### config.mk
export PLATFORM = sky130hd
export DESIGN_NAME = biquad_coeff_sequencer
export DESIGN_NICKNAME = d
export VERILOG_FILES = /design/src/rtl/biquad_coeff_sequencer.sv
export SDC_FILE = /design/constraint.sdc
export NUM_CORES = 1
export LEC_CHECK = 0
export ABC_AREA = 0
export CAP_MARGIN = 20
export CORE_MARGIN = 2
export CORE_UTILIZATION = 30
export DETAILED_ROUTE_END_ITERATION = 10
export DONT_BUFFER_PORTS = 1
export PLACE_DENSITY = 0.56
export SETUP_SLACK_MARGIN = 0.15
export SYNTH_ARGS = -nofsm -noshare
export SYNTH_HDL_FRONTEND = slang
export SYNTH_SLANG_ARGS = --single-unit
### constraint.sdc
create_clock -name clk -period 9.9 [get_ports clk]
set_clock_uncertainty 0.1 [all_clocks]
set_input_delay 0.99 -clock clk [delete_from_list [all_inputs] [get_ports clk]]
set_output_delay 0.99 -clock clk [all_outputs]
set_load 0.01 [all_outputs]
### src/rtl/biquad_coeff_sequencer.sv
// Coefficient load sequencer for the biquad DSP cascades.
// Software fills per-channel shadow registers and then commits a channel mask.
// The block then shifts each selected channel's coefficients out on a shared
// data bus, using per-channel write and update strobes.
//
// Ports:
//   clk, rst        clock, asynchronous active-high reset
//   reg_wr_i        shadow write strobe (accepted only while idle)
//   reg_addr_i      shadow address = chan*NCOEFF + idx
//   reg_dat_i       shadow write data
//   commit_i        start a load of the channels in commit_mask_i
//   commit_mask_i   channels to load, sampled together with commit_i
//   err_clr_i       clears the sticky error flag
//   busy_o          sequence in progress
//   done_o          one-cycle pulse at the end of a sequence
//   err_o           sticky: dropped write/commit or out-of-range address
//   coeff_dat_o     shared coefficient bus, lags coeff_wr_o by one cycle
//   coeff_wr_o      per-channel coefficient shift strobe
//   coeff_update_o  per-channel coefficient apply strobe
module biquad_coeff_sequencer #(
  parameter int unsigned NCHAN      = 8,
  parameter int unsigned NCOEFF     = 2,
  parameter int unsigned CBITS      = 18,
  parameter int unsigned UPDATE_GAP = 1,
  parameter int unsigned ADDR_W     = $clog2(NCHAN * NCOEFF)
) (
  input  logic              clk,
  input  logic              rst,
  input  logic              reg_wr_i,
  input  logic [ADDR_W-1:0] reg_addr_i,
  input  logic [CBITS-1:0]  reg_dat_i,
  input  logic              commit_i,
  input  logic [NCHAN-1:0]  commit_mask_i,
  input  logic              err_clr_i,
  output logic              busy_o,
  output logic              done_o,
  output logic              err_o,
  output logic [CBITS-1:0]  coeff_dat_o,
  output logic [NCHAN-1:0]  coeff_wr_o,
  output logic [NCHAN-1:0]  coeff_update_o
);

  localparam int unsigned NREG = NCHAN * NCOEFF;
  localparam int unsigned CH_W = (NCHAN > 1) ? $clog2(NCHAN) : 1;
  localparam int unsigned K_W  = (NCOEFF > 1) ? $clog2(NCOEFF) : 1;
  localparam int unsigned G_W  = 4;

  typedef enum logic [2:0] {
    S_IDLE,
    S_SELECT,
    S_LOAD,
    S_GAP,
    S_UPDATE,
    S_FINISH
  } state_e;

  state_e             state_q, state_d;
  logic [NCHAN-1:0]   mask_q, mask_d;
  logic [CH_W-1:0]    chan_q, chan_d;
  logic [K_W-1:0]     cnt_q, cnt_d;
  logic [G_W-1:0]     gap_q, gap_d;
  logic [CBITS-1:0]   shadow_q [NREG];
  logic [CBITS-1:0]   shadow_d [NREG];

  logic               busy_q, busy_d;
  logic               done_q, done_d;
  logic               err_q, err_d;
  logic [CBITS-1:0]   dat_q, dat_d;
  logic [NCHAN-1:0]   wr_q, wr_d;
  logic [NCHAN-1:0]   upd_q, upd_d;

  logic [CH_W-1:0]    sel_chan;
  logic [ADDR_W-1:0]  rd_addr;
  logic               addr_ok;
  logic               err_set;

  // Lowest-numbered channel still pending in the latched mask.
  always_comb begin
    sel_chan = '0;
    for (int i = int'(NCHAN) - 1; i >= 0; i--) begin
      if (mask_q[i]) sel_chan = CH_W'(i);
    end
  end

  assign rd_addr = ADDR_W'(32'(chan_q) * NCOEFF + 32'(cnt_q));
  assign addr_ok = 32'(reg_addr_i) < NREG;

  // Next state, shadow update, and next-cycle output decode.
  always_comb begin
    state_d  = state_q;
    mask_d   = mask_q;
    chan_d   = chan_q;
    cnt_d    = cnt_q;
    gap_d    = gap_q;
    dat_d    = dat_q;
    shadow_d = shadow_q;
    err_set  = 1'b0;
    wr_d     = '0;
    upd_d    = '0;

    // Shadow writes land only while idle; busy_q is low in IDLE and FINISH.
    if (reg_wr_i) begin
      if (busy_q || !addr_ok) err_set = 1'b1;
      else shadow_d[reg_addr_i] = reg_dat_i;
    end
    if (commit_i && busy_q) err_set = 1'b1;

    unique case (state_q)
      S_IDLE, S_FINISH: begin
        state_d = S_IDLE;
        if (commit_i && (commit_mask_i != '0)) begin
          mask_d  = commit_mask_i;
          state_d = S_SELECT;
        end
      end
      S_SELECT: begin
        chan_d  = sel_chan;
        mask_d  = mask_q & ~(NCHAN'(1) << sel_chan);
        cnt_d   = '0;
        state_d = S_LOAD;
      end
      S_LOAD: begin
        // The cascade captures B one cycle after its write enable.
        dat_d = shadow_q[rd_addr];
        if (cnt_q == K_W'(NCOEFF - 1)) begin
          gap_d   = '0;
          state_d = S_GAP;
        end else begin
          cnt_d = cnt_q + K_W'(1);
        end
      end
      S_GAP: begin
        if (gap_q == G_W'(UPDATE_GAP - 1)) state_d = S_UPDATE;
        else gap_d = gap_q + G_W'(1);
      end
      S_UPDATE: begin
        state_d = (mask_q != '0) ? S_SELECT : S_FINISH;
      end
      default: state_d = S_IDLE;
    endcase

    // Outputs are registered copies of what the next state implies.
    busy_d = (state_d == S_SELECT) || (state_d == S_LOAD) ||
             (state_d == S_GAP) || (state_d == S_UPDATE);
    done_d = (state_d == S_FINISH);
    if (state_d == S_LOAD)   wr_d  = NCHAN'(1) << chan_d;
    if (state_d == S_UPDATE) upd_d = NCHAN'(1) << chan_d;

    // A new error in the same cycle as a clear takes priority.
    if (err_set)        err_d = 1'b1;
    else if (err_clr_i) err_d = 1'b0;
    else                err_d = err_q;
  end

  // State, shadow array and output registers.
  always_ff @(posedge clk or posedge rst) begin
    if (rst) begin
      state_q <= S_IDLE;
      mask_q  <= '0;
      chan_q  <= '0;
      cnt_q   <= '0;
      gap_q   <= '0;
      busy_q  <= 1'b0;
      done_q  <= 1'b0;
      err_q   <= 1'b0;
      dat_q   <= '0;
      wr_q    <= '0;
      upd_q   <= '0;
      for (int i = 0; i < int'(NREG); i++) shadow_q[i] <= '0;
    end else begin
      state_q  <= state_d;
      mask_q   <= mask_d;
      chan_q   <= chan_d;
      cnt_q    <= cnt_d;
      gap_q    <= gap_d;
      busy_q   <= busy_d;
      done_q   <= done_d;
      err_q    <= err_d;
      dat_q    <= dat_d;
      wr_q     <= wr_d;
      upd_q    <= upd_d;
      shadow_q <= shadow_d;
    end
  end

  assign busy_o         = busy_q;
  assign done_o         = done_q;
  assign err_o          = err_q;
  assign coeff_dat_o    = dat_q;
  assign coeff_wr_o     = wr_q;
  assign coeff_update_o = upd_q;

endmodule

## Word-level counts from Yosys, hierarchy flattened

Cells that the tools add are included.

- Register bits: 344
- Output and inout port bits: 37
- Input bits: 35
- Word-level logic and storage cells: 105

- Shift-type cells: 2
- Add/subtract/negate cells: 3
- Equal/unequal tests: 13
- Muxes and demuxes: 34
- Bitwise operators: 5
- Reductions and logical operators: 18
- $lt $le $gt $ge: 3

Operator list:

| kind | number |
|---|---|
| $bwmux W288 | 1 |
| $bmux W18 S4 | 1 |
| $demux W18 S4 | 1 |
| $mux W18 | 3 |
| $mux W3 | 12 |
| $mux W8 | 3 |
| $pmux W8 S2 | 1 |
| $reduce_bool A8 Y1 | 2 |
| $shl A1 B3 Y8 const A | 2 |
| $pmux W3 S5 | 1 |
| $eq A3 B2 Y1 const B | 4 |
| $eq A3 B3 Y1 const B | 4 |
| $ge A5 B5 Y1 const B | 2 |
| $not A4 Y5 | 2 |
| $and A8 B8 Y8 | 1 |
| $mux W4 | 2 |
| $not A8 Y8 | 1 |
| $pmux W4 S2 | 1 |
| $reduce_bool A2 Y1 | 4 |
| $mux W1 | 7 |
| $eq A3 B1 Y1 const B | 2 |
| $ne A2 B2 Y1 const B | 3 |
| $lt A5 B1 Y1 const B | 1 |
| $add A4 B1 Y4 | 1 |
| other kinds (11) | 16 |

## Depth between registers and ports, before layout

- Word-level depth: 12
- Mapped depth: 7

## Worst setup path before layout

Ideal clock, no wire load.

- Path kind: in2reg
- Start: input port reg_addr_i[3]
- End: register shadow_q[72] (netlist name)
- Library setup time: 0.125 ns
- Data required time: 9.675 ns
- Data arrival time: 2.253 ns
- Setup slack: 7.422 ns
- Path buffers: 3
- Cell stages on the path: 7
- Path through: clkbuf_2 > nand2_1 > nor2_2 > and3_1 > buf_4 > buf_4 > mux2_2

- Word-level cells in the longest chain between the ends: 6
- Elaborated cells on any way between the ends: 7

RTL lines:

| item | RTL line | source |
|---|---|---|
| start: declaration | 30 | `input logic [ADDR_W-1:0] reg_addr_i,` |
| $not A4 Y5 (not written as such) (*) | 104 | `else shadow_d[reg_addr_i] = reg_dat_i;` |
| $ge A5 B5 Y1 (not written as such) / $lt A5 B1 Y1 (equally long branches) | 104 |  |
| $logic_and A1 B1 Y1 (not written as such) | 104 |  |
| $mux W18 (not written as such) | 104 |  |
| $demux W18 S4 (*) | 104 |  |
| $bwmux W288 (*) | 104 |  |
| end signal: assignment | 182 | `shadow_q <= shadow_d;` |
| end: declaration | 62 | `logic [CBITS-1:0] shadow_q [NREG];` |

Mark *: on every way between the ends. The rest lies on a longest branch, timed or not.
A chain may end at the register's enable or synchronous reset.

## Worst setup path after layout

- Start: register state_q[0]
- End: register dat_q[12] (netlist: coeff_dat_o[12])

- Word-level cells in the longest chain between the ends: 1

RTL lines:

| item | RTL line | source |
|---|---|---|
| start: declaration | 57 | `state_e state_q, state_d;` |
| start signal: assignment | 171 | `state_q <= state_d;` |
| $eq A3 B2 Y1 | 108 | `unique case (state_q)` |
| end signal: assignment | 179 | `dat_q <= dat_d;` |
| end: declaration | 68 | `logic [CBITS-1:0] dat_q, dat_d;` |

Every way passes these cells.

==> summary by stage <==
Run status
The flow ran to the end, and the final reports show no timing, DRC or antenna violations.

Synth
The count of unique library cells instantiated by Yosys is 61. The biggest area contributor in the post-synthesis netlist is sky130_fd_sc_hd__dfrtp_1. In the post-synthesis netlist, the biggest area contributors are sky130_fd_sc_hd__dfrtp_1 (56%), sky130_fd_sc_hd__mux2_2 (21%), sky130_fd_sc_hd__mux4_2 (9.3%). In this run, synthesis inferred 0 flip-flops with an integrated enable. The share of synthesized area in the top cell type comes to 56.1%.

The number of cells produced by synthesis is 1025. The synthesized area divided by synthesized cell count is 15.0 um2. Ranked by instance count, the synthesized netlist is headed by sky130_fd_sc_hd__dfrtp_1 (344), sky130_fd_sc_hd__mux2_2 (288), sky130_fd_sc_hd__mux4_2 (63).

In the post-synthesis netlist, the cell with the most instances is sky130_fd_sc_hd__dfrtp_1. The synthesized netlist net count is 1062. The share of the Yosys chip area taken by registers is 56.1%. During synthesis, Yosys emitted a total of 0 warnings. The most common flop cell mapped by yosys is sky130_fd_sc_hd__dfrtp_1. The cell area that synthesis handed to floorplanning was 15300 um2.

After synthesis, the share of flip-flops with an asynchronous set or reset is 100%. Counting flops and latches in the post-synthesis netlist gives 344.

Timing
The fmax is 0.329 GHz. At the pin with the least slew margin, the transition time is 1100 ps. The post-route clock period utilization is 30.7%. The total count of hold-check failures in the final report came to 0. Setup repair after global routing left no endpoint under its margin. The final-report max-slew violation count is 0.

The post-route setup TNS is 0 ps. The number of endpoints failing setup at the final stage is 0. The relative slew slack is 27.0%. The final period demand of the worst path is 3040 ps.

Worst setup path
Traced cell by cell, the critical path runs through or3b_2, nor2_4, and2_1, a22oi_1, o211ai_1. The startpoint type of the worst setup path is a flip-flop. The endpoint type of the worst setup path is a flip-flop. Broken down by cell family, the worst path's largest delay share belongs to simple AND/OR/NAND/NOR gates.

The worst register-to-register path begins at state_q[0]. The number of stages on the worst setup path is 5. The cell count of the worst reg-to-reg path is 5. The setup slack of the worst register-to-register path is 6860 ps. The worst register-to-register path ends at coeff_dat_o[12].

The slowest stage of the critical path is the sky130_fd_sc_hd__or3b_2 cell. The critical path class is reg -> reg. For the worst setup path, the data arrival time is 3380 ps.

The destination of the critical timing path is coeff_dat_o[12]. The critical path buffer and inverter count is 0. The required time reported for the critical path endpoint is 10240 ps. The most critical setup path has its startpoint at state_q[0]. The maximum fanout count along the critical path is 22. The largest incremental delay on the critical path is 870 ps.

Clocking
The root buffer selected by CTS is sky130_fd_sc_hd__clkbuf_16. The clock passes through at most 3 buffers. Gates resized during post-CTS repair numbered 0. The number of hold buffers added after CTS was 0. TritonCTS built the clock tree.

The register clock-pin slew on the reported worst setup and hold paths is 50 ps. The total number of clock tree sinks is 344. The worst-skew pair later-pin latency is 550 ps. In this run the post-CTS setup repair buffer count came out at 0. The count of H-tree levels built during CTS is 2.

The number of buffers created by CTS is 39.

Floorplanning
The die extent in y is 230 um. The initial cell density of the core is 30.5%. The total number of placement rows is 82. The placeable core region is 50300 um2.

The die span in x is 230 um. The area enclosed by the die boundary is 52900 um2. The number of top-level pins is 72.

Detailed routing
After the first detailed-routing iteration, the DRC count stood at 545. The per-cell via count in the routed design is 4.97. The pre-antenna-repair detailed-routing pass consisted of 5 iterations. The number of antenna-violating nets in the routed design is 0. Summing over every cut layer, the via total after detailed routing is 8506. Dividing the detail-routed wire length by the instance count gives 21.6 um. The total routed wirelength is 37000 um. For this run, design rule violations remaining after detail routing come to 0.

Power
Summed over all cells, the static leakage comes to 7.86 nW. The cell-internal power is 3.38 mW. The analysis attributes to net switching a power of 1.43 mW. The design draws 4.81 mW. Net switching is 29.7% of the power. Of the total power, registers draw 44.1%. VDD sags by at most 106 uV. Power spread over the standard cell area amounts to 279 nW/um2.

In this run, the clock network consumes 29.8% of the power. The relative contribution of combinational cells to total power is 26.0%.

Placed design
At the end of routability-driven placement, the weighted congestion stood at 0.773. The number of buffers added on ports is 0. The cell count after placement is 1643. The detailed-placement wirelength estimate is 21000 um.

Once placement finished, the instance area stood at 16000 um2.

Layout
The antenna cell count is 0. The fraction of layout cells with a size suffix above 1 is 43.7%. Summing all non-filler instances in the final layout gives an area of 17200 um2. The final net count is 1049.

The non-filler instance count after layout is 1711. Compared with the post-synthesis result, the final layout area differs by 12.4%.

Global routing
The first-pass GRT wire length is 57600 um. The number of antenna violations at the first check in global routing was 0. The overall routing resource usage is 14.3%. The number of global-route vias before repair is 9094. Entering global routing, the biggest net connects 177 pins. After global routing the overflow that remains totals 0.

Run
Max-cap violations in this run came to 0.

Worst hold path
The worst hold-check path type is in -> async.
==> sequential cells by signal (all words and copies together) (netlist names), 3 cells and up <==
name,cells
mask_q,8
chan_q,3
shadow_q,288
coeff_wr_o,8
state_q,3
coeff_dat_o,18
gap_q,4
coeff_update_o,8
==> power by group through the flow <==
stage                     Combinational [mW]  Sequential [mW]  Clock, mW
after floorplan                         1.09             2.01          0
after global placement                  1.25             2.13          0
after detailed placement                1.27             2.15          0
after CTS                               1.27             2.12       1.47
after global routing                    1.37             2.19       1.53
final                                   1.25             2.12       1.43
==> cell usage in the layout (no fill, tap or decap), types with 9 or more instances in the layout <==
| cell type | n |
|---|---|
| sky130_fd_sc_hd__a22oi_1 | 23 |
| sky130_fd_sc_hd__buf_4 | 15 |
| sky130_fd_sc_hd__clkbuf_1 | 12 |
| sky130_fd_sc_hd__clkbuf_16 | 39 |
| sky130_fd_sc_hd__dfrtp_1 | 341 |
| sky130_fd_sc_hd__mux2_2 | 288 |
| sky130_fd_sc_hd__mux2i_1 | 31 |
| sky130_fd_sc_hd__mux4_2 | 63 |
| sky130_fd_sc_hd__nand2_1 | 39 |
| sky130_fd_sc_hd__nand2_2 | 9 |
| sky130_fd_sc_hd__nand3_1 | 14 |
| sky130_fd_sc_hd__nor2_1 | 23 |
| sky130_fd_sc_hd__o211ai_1 | 17 |
| sky130_fd_sc_hd__o21ai_0 | 18 |
==> worst min-delay path by stage <==
stage	from	endpoint	slack (ps)	cells past startpoint
floorplan	shadow_q[100]	shadow_q[100]	370	1
global placement	shadow_q[171]	shadow_q[171]	380	1
detailed placement	shadow_q[178]	shadow_q[178]	390	1
CTS	rst	coeff_update_o[0]	310	1
global route	rst	coeff_update_o[3]	350	1
finish	rst	coeff_update_o[0]	310	1
==> metrics by stage <==
stage | setup slack, ps | hold WS (ps) | util, %
final | 6860 | 315 | 34.3
after global routing | 6710 | 350 | 34.3
after CTS | 6880 | 311 | 34.3
after detailed placement | 6440 | 387 | 31.8
after global placement | 6490 | 382 | 31.8
after floorplan | 4210 | 374 | -
==> worst reg2reg max path, cell delays in order, from the launching register on <==
cell and delay (ps):
sky130_fd_sc_hd__dfrtp_1 510, sky130_fd_sc_hd__or3b_2 870, sky130_fd_sc_hd__nor2_4 380, sky130_fd_sc_hd__and2_1 730, sky130_fd_sc_hd__a22oi_1 230, sky130_fd_sc_hd__o211ai_1 130
==> layout make-up <==
type	count	area [um2]
repair buffers	16	133
multi-input cells	601	6340
flip-flops and latches	344	8610
inverters	10	41.3
clock inverters	9	131
fillers	4843	33000
clock buffers	59	1130
well taps	672	841
==> kinds of logic (layout without fill, tap and decap cells) <==
| kind of cell | count (synthesis) | after routing | share of synthesized area, % |
|---|---|---|---|
| and+or+nand+nor | 137 | 137 | 5.03 |
| AOI/OAI and AO/OA | 78 | 78 | 3.57 |
| adders and majority gates | 2 | 2 | 0.163 |
| DFF | 344 | 344 | 56.1 |
| buffers and inverters | 80 | 94 | 2.57 |
| muxes | 382 | 382 | 32.4 |
| xor gates and xnor gates | 2 | 2 | 0.114 |
==> routing by layer <==
layer | wire (um) | global-route usage [%]
met3 | 1760 | 3.04
met1 | 16300 | 18.7
met2 | 18100 | 23.8
met4 | 772 | 4.48
met5 | 0 | 0
Note: power is estimated with default switching activity, not from simulation.
